File: config.mk
export PLATFORM = sky130hd
export DESIGN_NAME = class_fifo_writer
export DESIGN_NICKNAME = d
export VERILOG_FILES = /design/src/rtl/class_fifo_pkg.sv /design/src/rtl/word_skid_buf2.sv /design/src/rtl/class_fifo_writer.sv
export SDC_FILE = /design/constraint.sdc
export NUM_CORES = 1
export LEC_CHECK = 0
export CAP_MARGIN = 15
export CORE_UTILIZATION = 52
export DETAILED_ROUTE_END_ITERATION = 8
export PLACE_DENSITY = 0.77
export SETUP_SLACK_MARGIN = 0.1
export SLEW_MARGIN = 10
export SYNTH_ARGS = -nofsm -noshare
export SYNTH_HDL_FRONTEND = slang
export SYNTH_SLANG_ARGS = --single-unit
File: constraint.sdc
create_clock -name clk -period 3.7 [get_ports clk]
set_input_delay 0.555 -clock clk [delete_from_list [all_inputs] [get_ports clk]]
set_output_delay 0.555 -clock clk [all_outputs]
set_load 0.05 [all_outputs]
File: src/rtl/class_fifo_pkg.sv
// ============================================================================
// class_fifo_pkg : word layout, class count and writer FSM encoding shared by
//                  the class FIFO writer and the output arbiter.
// Revision 1.0
// ============================================================================
`default_nettype none

package class_fifo_pkg;

  localparam int WORD_SIZE   = 12;
  localparam int BUF_DEPTH   = 2;
  localparam int CLASS_MSB   = 11;
  localparam int CLASS_LSB   = 10;
  localparam int DEST_MSB    = 9;
  localparam int DEST_LSB    = 8;
  localparam int NUM_CLASSES = 4;

  localparam logic [1:0] IDLE    = 2'd0;
  localparam logic [1:0] SEND    = 2'd1;
  localparam logic [1:0] BLOCKED = 2'd2;

  typedef logic [WORD_SIZE-1:0] word_t;

  function automatic logic [1:0] word_class(input word_t w);
    return w[CLASS_MSB:CLASS_LSB];
  endfunction

endpackage

`default_nettype wire

File: src/rtl/word_skid_buf2.sv
// ============================================================================
// word_skid_buf2 : 2-entry in-order word buffer; entry 0 is always the head.
// Revision 1.0
// ============================================================================
`default_nettype none

module word_skid_buf2
  import class_fifo_pkg::*;
(
  input  logic        clk,
  input  logic        reset,
  input  logic        push,
  input  logic        pop,
  input  word_t       din,
  output word_t       head,
  output word_t       second,
  output logic [1:0]  count
);

  word_t      r_entry0;
  word_t      r_entry1;
  logic [1:0] r_count;

  always_ff @(posedge clk or posedge reset) begin
    if (reset) begin
      r_entry0 <= '0;
      r_entry1 <= '0;
      r_count  <= 2'd0;
    end else begin
      // Shift on pop so the head stays in entry 0; a concurrent push lands
      // in the slot freed behind the new head.
      case ({push, pop})
        2'b01: begin
          r_entry0 <= r_entry1;
          r_count  <= r_count - 2'd1;
        end
        2'b10: begin
          if (r_count == 2'd0) r_entry0 <= din;
          else                 r_entry1 <= din;
          r_count <= r_count + 2'd1;
        end
        2'b11: begin
          if (r_count == 2'd1) begin
            r_entry0 <= din;
          end else begin
            r_entry0 <= r_entry1;
            r_entry1 <= din;
          end
        end
        default: ;
      endcase
    end
  end

  assign head   = r_entry0;
  assign second = r_entry1;
  assign count  = r_count;

endmodule

`default_nettype wire

File: src/rtl/class_fifo_writer.sv
// ============================================================================
// class_fifo_writer : buffers upstream words and steers each into the class
//                     FIFO named by its class field, honouring almost_full.
// Optional per-class push counters: define CLASS_STATS_EN.
// Revision 1.0
// ============================================================================
`default_nettype none

module class_fifo_writer
  import class_fifo_pkg::*;
(
  input  logic                   clk,
  input  logic                   reset,
  input  logic                   in_valid,
  input  logic [WORD_SIZE-1:0]   in_data,
  output logic                   in_ready,
  input  logic [NUM_CLASSES-1:0] fifos_almost_full,
  output logic [NUM_CLASSES-1:0] fifos_push,
  output logic [WORD_SIZE-1:0]   fifo_data_out,
  output logic                   stall
`ifdef CLASS_STATS_EN
  ,
  output logic [31:0]            class_cnt
`endif
);

  word_t                  w_head;
  word_t                  w_second;
  logic [1:0]             w_count;
  logic                   w_accept;
  logic                   w_dispatch;
  logic [1:0]             w_cls;
  logic [NUM_CLASSES-1:0] w_onehot;
  word_t                  w_next_head;
  logic                   w_next_empty;
  logic [1:0]             w_next_state;

  logic [1:0]             r_state;
  logic [NUM_CLASSES-1:0] r_push;
  word_t                  r_data;

  assign in_ready   = !reset && (w_count < 2'(BUF_DEPTH));
  assign w_accept   = in_valid && in_ready;
  assign w_cls      = word_class(w_head);
  assign w_onehot   = NUM_CLASSES'(1) << w_cls;
  assign w_dispatch = (w_count != 2'd0) && !fifos_almost_full[w_cls];

  word_skid_buf2 u_buf (
    .clk    (clk),
    .reset  (reset),
    .push   (w_accept),
    .pop    (w_dispatch),
    .din    (in_data),
    .head   (w_head),
    .second (w_second),
    .count  (w_count)
  );

  // Predict the head after this edge so the FSM tracks whether it will block.
  always_comb begin
    w_next_head  = w_head;
    w_next_empty = 1'b0;
    if (w_dispatch) begin
      if (w_count == 2'd2)  w_next_head = w_second;
      else if (w_accept)    w_next_head = in_data;
      else                  w_next_empty = 1'b1;
    end else if (w_count == 2'd0) begin
      if (w_accept) w_next_head = in_data;
      else          w_next_empty = 1'b1;
    end
    w_next_state = SEND;
    if (w_next_empty)
      w_next_state = IDLE;
    else if (fifos_almost_full[word_class(w_next_head)])
      w_next_state = BLOCKED;
  end

  always_ff @(posedge clk or posedge reset) begin
    if (reset) begin
      r_state <= IDLE;
      r_push  <= '0;
      r_data  <= '0;
    end else begin
      r_state <= w_next_state;
      r_push  <= w_dispatch ? w_onehot : '0;
      if (w_dispatch) r_data <= w_head;
    end
  end

  assign fifos_push    = r_push;
  assign fifo_data_out = r_data;
  assign stall         = (r_state == BLOCKED);

`ifdef CLASS_STATS_EN
  generate
    for (genvar n = 0; n < NUM_CLASSES; n++) begin : g_cnt
      logic [7:0] r_cnt;
      always_ff @(posedge clk or posedge reset) begin
        if (reset)          r_cnt <= 8'd0;
        else if (r_push[n]) r_cnt <= r_cnt + 8'd1;
      end
      assign class_cnt[8*n +: 8] = r_cnt;
    end
  endgenerate
`endif

endmodule

`default_nettype wire

==> summary.md <==
| Metric | Value |
|---|---|
| Post-CTS setup buffer count | `0` |
| Area Growth Syn to Fin | `22.8%` |
| DRT Pass-1 Iters | `4` |
| Relative slew slack | `50.6%` |
| HPWL after DPL | `2910 um` |
| DRC violations left | `0` |
| Synth top area share | `52.3%` |
| Worst min-delay path class | `reg2reg` |
| Largest delay contributor family on the critical path | `multiplexers` |
| Flops & latches, synth | `44` |
| Die area | `0.00430 sq mm` |
| Final nets | `238` |
| Clock transition at path regs | `0.08 ns` |
| Pins over their slew limit | `0` |
| Clock tree sinks | `44` |
| Syn_nets | `201` |
| Final Core Density | `68.5%` |
| Routability cong. | `0.888` |
| CP Capture Type | `register` |
| Initial antenna violation count | `0` |
| Status | `finished, final reports clean` |
| Finish-stage setup viols | `0` |
| Largest stage delay on the critical path | `0.56 ns` |
| Post-route cell area | `0.00258 sq mm` |
| Port Buffer Count | `36` |
| Fraction of registers with async set/reset | `100%` |
| CP Buf/Inv Count | `2` |
| Distinct cell type count after synthesis | `41` |
| Vias/cell | `5.87` |
| FF-to-FF setup slack | `0.76 ns` |
| Post-DR wirelength/cell | `16.0 um` |
| Commonest non-fill, non-tap cell in the layout | `dfrtp_1` |
| Period utilization | `82.9%` |
| Fin Setup TNS | `0 ns` |
| Crit-path cells | `clkdlybuf4s50_1 > mux4_2 > nor2_1 > inv_1 > ha_1 > a22oi_1 > o21a_1 > mux2_2` |
| H-tree depth | `2` |
| CTS root buf | `clkbuf_8` |
| Leakage power | `1.10 nW` |
| Post-synthesis average cell area | `12.0 sq um` |
| RSZ-0062 raised after global routing | `false` |
| Synth Cell Area | `0.00210 sq mm` |
| Fmax | `326 MHz` |
| Die width | `65.6 um` |
| Crit Path Class | `in2reg` |
| Worst-Margin Slew | `0.741 ns` |
| Share of layout cells above drive strength 1 | `21.1%` |
| Vias in the first global route | `1548` |
| Antenna-violating nets left | `0` |
| Cells after Synth | `176` |
| Dominant synthesized flop cell | `dfrtp_1` |
| Gr ovfl total | `0` |
| WP data arrival | `3.24 ns` |
| CTS resizes | `0` |
| DR vias | `1531` |
| Peak supply drop | `647 uV` |
| Most area-consuming cells after synthesis | `dfrtp_1 52%, mux2_2 14%, a22oi_1 4.3%` |
| DRC marker count from the first detailed-route iteration | `76` |
| Layout filler cell count | `272` |
| Number of diodes | `0` |
| Cts bufs inserted | `5` |
| CP Max Fanout | `12` |
| Startpoint Class | `input pin` |
| GR Util All Layers | `22.3%` |
| Commonest cells after routing, fill and taps aside | `44 x dfrtp_1, 36 x clkdlybuf4s50_1, 26 x mux2_2` |
| Maxcap violations | `0` |
| PwrDens | `1010 mW/mm^2` |
| CTS tree | `yes` |
| Core area | `0.00377 sq mm` |
| Initial Util | `55.8%` |
| Post-DP Area | `0.00250 sq mm` |
| Crit-path slowest cell | `mux4_2` |
| Clock Latency Late Sink | `0.29 ns` |
| Seq/Total Area, Yosys | `52.3%` |
| Final Hold Fails | `0` |
| Area leader, netlist | `dfrtp_1` |
| I/O pin count | `37` |
| Fin crit period | `3.07 ns` |
| Worst EP required | `3.87 ns` |
| Clk_skew | `0.00319 ns` |
| Global-route wire length before repair | `7080 um` |
| Std-Cell Rows | `22` |
| Largest net degree at the start of global routing | `27` |
| Total Wirelength | `4170 um` |
| Synth Warn # | `0` |
| Hold-fix buffers at CTS | `0` |
| Clock Path Buffers | `2` |
| Die H | `65.6 um` |
| Post-synth EDFFs | `0` |
[synth_stat cells, types with 3 or more instances]
cell      instances
o21ai_0           5
nor2_1           15
o22ai_1           3
nor2b_1           3
clkbuf_1          4
a21oi_1          13
buf_2             3
ha_1              6
mux2i_1           3
inv_1             6
dfrtp_1          44
mux2_2           26
a22oi_1          12
[kinds of logic (layout without fill, tap and decap cells)]
group           Yosys count  in the layout  synth area share, %
compound gates           45             45                 14.5
xor+xnor                  2              2                0.833
fa+ha+maj                 6              6                 3.57
buf+inv                  16             53                 3.57
flops                    44             44                 52.3
mux                      31             31                 17.0
simple gates             32             32                 8.21
[worst paths after layout]
check,cells after the start,end,start
max,8,u_buf.second[2],fifos_almost_full[2]
min,1,fifo_data_out[2],fifo_data_out[2]
max reg2reg,7,u_buf.second[2],u_buf.head[10]
min reg2reg,1,fifo_data_out[2],fifo_data_out[2]
max in group asynchronous,3,u_buf.second[4],reset
min in group asynchronous,2,u_buf.count[1],reset
[flip-flops by register name (all words and copies together) (netlist names)]
signal / count
fifo_data_out: 12
fifos_push: 4
r_state: 2
u_buf.count: 2
u_buf.head: 12
u_buf.second: 12
[cell type report]
| cell class | count | area, sq um | area share [%] |
|---|---|---|---|
| multi-input combinational | 116 | 927 | 35.9 |
| clock buffer | 5 | 68.8 | 2.66 |
| sequential | 44 | 1100 | 42.6 |
| tap | 48 | 60.1 | 2.33 |
| timing repair buffer | 40 | 390 | 15.1 |
| clock inverter | 2 | 12.5 | 0.484 |
| inverter | 6 | 22.5 | 0.872 |
[power by group]
group / total [mW] / switching, mW / leakage (nW) / internal [mW]
clock: 0.280 / 0.152 / 0.0400 / 0.128
sequential: 0.881 / 0.155 / 0.518 / 0.726
combinational: 1.45 / 0.816 / 0.538 / 0.638
total: 2.61 / 1.12 / 1.10 / 1.49
[metrics by stage]
stage                     hold slack (ns)  total power, mW  setup slack (ns)  instances
after floorplan                     0.464             1.96             0.543        176
after global placement              0.482             2.28             0.520        254
after detailed placement            0.497             2.34             0.395        254
after CTS                           0.513             2.63             0.640        261
after global routing                0.533             2.80             0.531        261
final                               0.509             2.61             0.633        261
[metal layers]
layer / vias to the layer above / part of all wire [%] / track usage [%]
met5: - / 0 / 0
met4: 0 / 1.6 / 8.70
met3: 9 / 4.2 / 5.38
met2: 45 / 50 / 38.7
met1: 765 / 44 / 26.6
li1: 712 / - / -
Power figures use the tool's default switching activity.
